**config.mk**
```make
export PLATFORM = sky130hd
export DESIGN_NAME = spi_cmd_master
export DESIGN_NICKNAME = d
export VERILOG_FILES = /design/src/rtl/spi_cmd_master.sv
export SDC_FILE = /design/constraint.sdc
export NUM_CORES = 1
export LEC_CHECK = 0
export CORE_AREA = 2 2 73 75
export DETAILED_ROUTE_END_ITERATION = 10
export DIE_AREA = 0 0 75 77
export PLACE_DENSITY = 0.57
export SYNTH_ARGS = -nofsm -noshare
export SYNTH_HDL_FRONTEND = slang
export SYNTH_SLANG_ARGS = --single-unit
```
**constraint.sdc**
```tcl
create_clock -name clk -period 1.9 [get_ports clk]
set_clock_uncertainty 0.1 [all_clocks]
set_input_delay 0.38 -clock clk [delete_from_list [all_inputs] [get_ports clk]]
set_output_delay 0.38 -clock clk [all_outputs]
set_load 0.1 [all_outputs]
```
**src/rtl/spi_cmd_master.sv**
```systemverilog
// SPI command initiator: sends a {cmd,payload} frame MSB first under SS_n and,
// for read-data commands, captures the slave's 8-bit reply from MISO.
module spi_cmd_master #(
    parameter int ADDR_SIZE = 8,
    parameter int RD_LAT    = 2,
    parameter int CS_GAP    = 1
) (
    input  logic                 clk,
    input  logic                 rst_n,
    input  logic                 start,
    input  logic [1:0]           cmd,
    input  logic [ADDR_SIZE-1:0] payload,
    output logic                 ready,
    output logic                 done,
    output logic                 rd_valid,
    output logic [ADDR_SIZE-1:0] rd_data,
    output logic                 SS_n,
    output logic                 MOSI,
    input  logic                 MISO
);

    localparam int FW  = ADDR_SIZE + 2;
    localparam int M1  = (FW > RD_LAT) ? FW : RD_LAT;
    localparam int M2  = (M1 > CS_GAP) ? M1 : CS_GAP;
    localparam int CW  = (M2 > 1) ? $clog2(M2) : 1;

    localparam logic [CW-1:0] SHIFT_LAST = CW'(FW - 1);
    localparam logic [CW-1:0] CAP_LAST   = CW'(ADDR_SIZE - 1);
    localparam logic [CW-1:0] WAIT_LAST  = CW'((RD_LAT > 0) ? RD_LAT - 1 : 0);
    localparam logic [CW-1:0] GAP_LAST   = CW'(CS_GAP - 1);

    typedef enum logic [2:0] {
        IDLE, SEL, SHIFT, TAIL, RD_WAIT, RD_CAP, GAP
    } state_t;

    state_t                 state, state_next;
    logic [CW-1:0]          cnt;
    logic [FW-1:0]          sreg;
    logic [ADDR_SIZE-2:0]   shadow;
    logic                   rd_flag;
    logic                   accept;

    // SS_n derives from the state register alone, so reset raises it asynchronously.
    always_ff @(posedge clk or negedge rst_n) begin
        if (!rst_n) begin
            state <= IDLE;
        end else begin
            // NOTE: non-blocking assignments keep every register sampling pre-edge values.
            state <= state_next;
        end
    end

    always_comb begin
        // NOTE: every output gets a default first so no path can infer a latch.
        state_next = state;
        ready      = 1'b0;
        done       = 1'b0;
        rd_valid   = 1'b0;
        SS_n       = 1'b0;
        MOSI       = 1'b0;
        unique case (state)
            IDLE: begin
                SS_n  = 1'b1;
                ready = 1'b1;
                if (start) state_next = SEL;
            end
            SEL: begin
                MOSI = (cnt == CW'(1)) ? sreg[FW-1] : 1'b0;
                if (cnt == CW'(1)) state_next = SHIFT;
            end
            SHIFT: begin
                MOSI = sreg[FW-1];
                if (cnt == SHIFT_LAST) begin
                    if (!rd_flag)        state_next = TAIL;
                    else if (RD_LAT > 0) state_next = RD_WAIT;
                    else                 state_next = RD_CAP;
                end
            end
            TAIL:    state_next = GAP;
            RD_WAIT: if (cnt == WAIT_LAST) state_next = RD_CAP;
            RD_CAP:  if (cnt == CAP_LAST)  state_next = GAP;
            GAP: begin
                SS_n     = 1'b1;
                done     = (cnt == '0);
                rd_valid = (cnt == '0) && rd_flag;
                // The last gap cycle already accepts, so frames sit exactly CS_GAP cycles apart.
                if (cnt == GAP_LAST) begin
                    ready      = 1'b1;
                    state_next = start ? SEL : IDLE;
                end
            end
            default: state_next = IDLE;
        endcase
    end

    assign accept = start && ready;

    always_ff @(posedge clk or negedge rst_n) begin
        if (!rst_n) begin
            cnt     <= '0;
            sreg    <= '0;
            shadow  <= '0;
            rd_flag <= 1'b0;
            rd_data <= '0;
        end else begin
            if (state_next != state || state == IDLE) cnt <= '0;
            else                                      cnt <= cnt + 1'b1;

            if (accept) begin
                sreg    <= {cmd, payload};
                rd_flag <= (cmd == 2'b11);
            end else if (state == SHIFT) begin
                sreg <= {sreg[FW-2:0], 1'b0};
            end

            if (state == RD_CAP) begin
                shadow <= {shadow[ADDR_SIZE-3:0], MISO};
                if (cnt == CAP_LAST) rd_data <= {shadow, MISO};
            end
        end
    end

endmodule
```
**Word level (Yosys, flattened, before mapping)**

Index checks and enable logic that the tools add are counted.

- Logic and storage cells: 45
- Register bits after elaboration: 33
- Input bits: 14

- Mux-type cells: 19
- Add/sub/neg operators: 1
- Equality and inequality tests: 11
- Reductions and logical operators: 8

Operators with widths:

| kind | number |
|---|---|
| 3-bit 2-to-1 mux | 7 |
| 3-bit one-hot mux with 7 select lines | 1 |
| 10-bit 2-to-1 mux | 2 |
| 3-bit == test (second input constant) | 3 |
| 3-bit by 2-bit == test with 1-bit output (second input constant) | 2 |
| 1-bit 2-to-1 mux | 6 |
| 4-bit by 1-bit adder with 4-bit output (second input constant) | 1 |
| 4-bit by 1-bit == test with 1-bit output (second input constant) | 1 |
| 4-bit by 3-bit == test with 1-bit output (second input constant) | 1 |
| 4-bit == test (second input constant) | 1 |
| 4-bit zero test | 1 |
| 4-bit 2-to-1 mux | 1 |
| 1-bit one-hot mux with 2 select lines | 2 |
| 3-bit by 1-bit == test with 1-bit output (second input constant) | 1 |
| 3-bit zero test | 1 |
| 3-bit inequality test | 1 |
| 2-bit == test (second input constant) | 1 |
| 1-bit logical AND | 2 |
| 2-bit AND reduction | 1 |
| 2-bit nonzero test | 1 |
| 2-bit OR reduction | 1 |
| 1-bit logical OR | 1 |

**Depth between registers and ports, before layout**

- Depth after elaboration: 6
- Mapped depth: 7

**Worst setup path after synthesis**

Ideal clock, no wire load.

- Path kind: register to output
- Start: reg cnt[1]
- End: out MOSI
- Setup slack: -1.133 ns
- Data required time: 1.420 ns
- Cell stages (with the launch flop): 6
- Path buffers: 0
- Arrival: 2.553 ns
- Path through: dfrtp_1 -> inv_1 -> ha_1 -> nor3b_1 -> nand3b_1 -> a21oi_1

- Word-level cells in the longest chain between the ends: 3

Ends and longest elaborated chain:

| item | line | text |
|---|---|---|
| start: declaration | 37 | `logic [CW-1:0] cnt;` |
| start signal: assignment | 107 | `else cnt <= cnt + 1'b1;` |
| 4-bit by 1-bit == test with 1-bit output | 68 | `MOSI = (cnt == CW'(1)) ? sreg[FW-1] : 1'b0;` |
| 1-bit 2-to-1 mux | 68 |  |
| 1-bit one-hot mux with 2 select lines | 61 | `unique case (state)` |
| end: declaration | 18 | `output logic MOSI,` |

Every way passes these cells.

**Worst setup path in the final report**

- Start: reg cnt[0]
- End: out rd_valid

- Word-level cells in the longest chain between the ends: 3

Ends and longest elaborated chain:

| item | line | text |
|---|---|---|
| 4-bit zero test | 85 | `rd_valid = (cnt == '0) && rd_flag;` |
| 1-bit logical AND | 85 |  |
| 1-bit 2-to-1 mux | 61 |  |
| end: declaration | 15 | `output logic rd_valid,` |

Every way passes these cells.

==> impl_summary.txt <==
----------------------------------------------------
[Logic synthesis]
  Flop and latch count out of synthesis ... 33
  Cell type with the highest aggregate area in the netlist ... dfrtp_1
  Post-synth top area share ... 47.4%
  Post-Synthesis Cells ... 137
  Synth Area per Inst ... 12.7 sq um
  Post-synthesis instance area ... 0.00174 sq mm
  Dominant cells by area after synthesis ... dfrtp_1 (47%), mux2_2 (9.7%), a221o_1 (4.0%)
  Netlist cell types ... 44
  Fraction of the yosys area taken by sequential cells ... 47.4%
  Syn Nets ... 154
  Number of warnings issued by yosys ... 0

[Cells and area]
  Layout Utilization ... 51.6%
  Filler instances ... 447
  Layout cells sized above 1 ... 50.5%
  Post-layout net count ... 207
  Total inserted antenna cells ... 0
  Combined flip-flop and latch cell area ... 827 sq um
  Area occupied by multi-input gates ... 910 sq um
  Area Overhead vs Synth ... 47.4%

[Power and ir drop]
  Combinational share of power ... 54.9%
  Relative contribution of sequential cells to total power ... 30.7%
  Cell leakage power ... 1.13 nW
  Fraction of power spent switching nets ... 39.5%
  Total power divided by cell area ... 1440 mW/mm^2
  Worst IR drop on VDD ... 0.000662 V
  Clk pwr share ... 14.5%
  Switching power total ... 1.46 mW
  Total internal power ... 2.23 mW

[Setup path]
  Delay of the slowest critical-path stage ... 0.40 ns
  Critical setup path kind ... flip-flop to primary output
  Startpoint kind of the worst setup timing path ... flip-flop
  CP Data Arrival Time ... 1.66 ns
  Cell breakdown of the critical path ... inv_1 -> ha_1 -> nor3b_4 -> and3_4 -> and2_4 -> buf_12
  Critical-path cell with the highest stage delay ... dfrtp_1
  Worst EP required ... 1.42 ns
  R2R Setup Slk ... -0.14 ns
  Critical path fanouts, max ... 4
  Element type at the critical path end ... primary output

[GRT]
  Initial antenna violation count ... 0
  Largest net degree at the start of global routing ... 34
  Number of global-route vias before repair ... 1,304
  Wire length of the first global-routing pass ... 6110 um
  Overall routing resource usage ... 13.8%
  Remaining global-route overflow ... 0

[Status]
  Result of the run ... finished with violations
  Failing checks ... setup timing

[Clocking]
  Latest clock arrival within the worst-skew pair ... 0.28 ns
  Max H-tree Level ... 2
  Clock sink total ... 33
  Inserted Clock Buffers ... 5
  Clk pin slew, worst setup/hold paths ... 0.07 ns
  Clock tree from TritonCTS ... built
  Buffer levels on the longest clock path ... 2
  Clock tree root buffer cell ... clkbuf_8

[Route]
  Detail-routed net length per standard cell ... 13.5 um
  Remaining antenna violation count after routing ... 0
  1st-iter DRT viols ... 89
  Drt total wl ... 3520 um
  Number of DRC violations after detailed routing ... 0
  Detailed-router iteration count before antenna repair ... 4
  Via-per-instance ratio ... 4.80
  Vias ... 1,247

[STA]
  Number of hold-slack violations in the final timing report ... 0
  Sum of negative setup slack ... -2.21 ns
  Setup repair after global routing missed its margin ... yes
  Tmin final ... 2.14 ns
  Achievable clock frequency ... 467 MHz
  Worst-case setup margin in the final layout ... -0.239 ns
  Number of setup violations in the final report ... 16
  Final Max Tran Viols ... 0
  Slew at the pin closest to its max-slew limit ... 0.437 ns
  Headroom to the max-slew limit ... 70.7%
  Final clock period utilization by the worst path ... 113%

[Min path]
  Worst min-delay path category ... input port to async pin

[Die]
  Effective utilization at floorplan ... 35.0%
  Height of the die ... 77 um
  Core Region ... 0.00498 sq mm
  Num rows ... 26
  Number of ports placed on the die boundary ... 27
  Total die area ... 0.00578 sq mm
  Width of the die ... 75 um

[Placement]
  Final weighted congestion in routability-driven placement ... 0.737
  IO Port Bufs ... 26
  Total half-perimeter wirelength after legalization and detailed placement ... 2550 um

[Flow run]
  Reported max-cap violation count ... 0

----------------------------------------------------
## power by group through the flow
stage                     registers [mW]  clock network, mW  logic, mW
after floorplan                     1.08                  0       1.38
after global placement              1.14                  0       1.79
after detailed placement            1.15                  0       1.84
after CTS                           1.13              0.556       1.98
after global routing                1.16              0.593       2.16
final                               1.13              0.534       2.03
## logic make-up after synthesis
| group | Yosys count | share of synthesized area, % |
|---|---|---|
| AOI/OAI and AO/OA | 27 | 13.1 |
| muxes | 18 | 11.5 |
| xor gates and xnor gates | 2 | 1.01 |
| DFF | 33 | 47.4 |
| and+or+nand+nor | 42 | 19.3 |
| buffers and inverters | 12 | 5.46 |
| adders and majority gates | 3 | 2.16 |
## area by class of cell
class	instances	share of cell area (%)
Tap cell	70	3.41
Clock inverter	1	0.293
Timing Repair Buffer	55	25.0
Clock buffer	6	3.22
Sequential cell	33	32.2
Multi-Input combinational cell	92	35.4
Inverter	3	0.439
## Yosys cell counts (all sizes together)
master,count
a211o,1
a21oi,8
a221o,7
a2bb2oi,1
a41oi,1
and2,1
and2b,6
and3,1
and3b,1
and4bb,1
buf,4
clkbuf,5
dfrtp,33
ha,3
inv,3
mux2,16
mux2i,2
nand2,6
nand2b,3
nand3,2
nand3b,2
nand4b,1
nor2,3
nor2b,5
nor3b,4
nor4,3
nor4b,2
o211ai,2
o21ai,5
o22ai,1
o311ai,1
or2,1
xnor2,1
xor2,1
## through the flow
stage	power [mW]	area (sq um)	setup slack, ns	std cells	hold slack [ns]
finish	3.69	2570	-0.239	260	0.401
global route	3.92	2570	-0.338	260	0.424
CTS	3.66	2530	-0.243	258	0.410
detailed placement	2.99	2360	-0.176	245	0.391
global placement	2.93	2360	-0.0978	245	0.386
floorplan	2.46	1790	-0.278	137	-0.0156
## layout by cell type, fill, tap and decap left out, drive strengths merged, types with 2 or more instances in the layout
cell type / n
nand3: 2
mux2i: 2
o21ai: 5
nand2: 6
buf: 42
nor3b: 4
o211ai: 2
nor2b: 5
nor4: 3
ha: 3
nor4b: 2
nand3b: 2
dfrtp: 33
clkbuf: 6
mux2: 16
inv: 3
a21oi: 8
and2b: 6
a221o: 7
clkdlybuf4s50: 13
nand2b: 3
nor2: 3
## critical path: cells and delay by family (launching register included)
| family | cells | cell delay, ns |
|---|---|---|
| adders and majority gates | 1 | 0.13 |
| and+or+nand+nor | 3 | 0.62 |
| buffers and inverters | 2 | 0.22 |
| DFF | 1 | 0.40 |
## what timing repair did
action	CTS	global route
cloned	0	0
hold buffers	0	0
buffers inserted	6	3
setup endpoints to repair	8	26
resized for setup	8	4
pin swaps	6	3
## path summary, 6_finish.rpt
check	start	endpoint	depth (start not counted)
max	cnt[0]	rd_valid	6
min	rst_n	sreg[1]	2
max reg2reg	cnt[0]	sreg[7]	8
min reg2reg	sreg[0]	sreg[1]	1
max in group asynchronous	rst_n	state[2]	2
min in group clk	sreg[0]	sreg[1]	1
## flip-flops by register name, summed over array words and instances, names as in the netlist
| name | cells |
|---|---|
| rd_flag | 1 |
| cnt | 4 |
| rd_data | 8 |
| shadow | 7 |
| sreg | 10 |
| state | 3 |
## routing by layer
metal	wire, um	GRT usage [%]	vias to the layer above
li1	-	-	604
met1	1530	17.8	607
met2	1750	21.5	31
met3	197	4.60	5
met4	44	4.82	0
met5	0	0	-
Note: power is estimated with default switching activity, not from simulation.
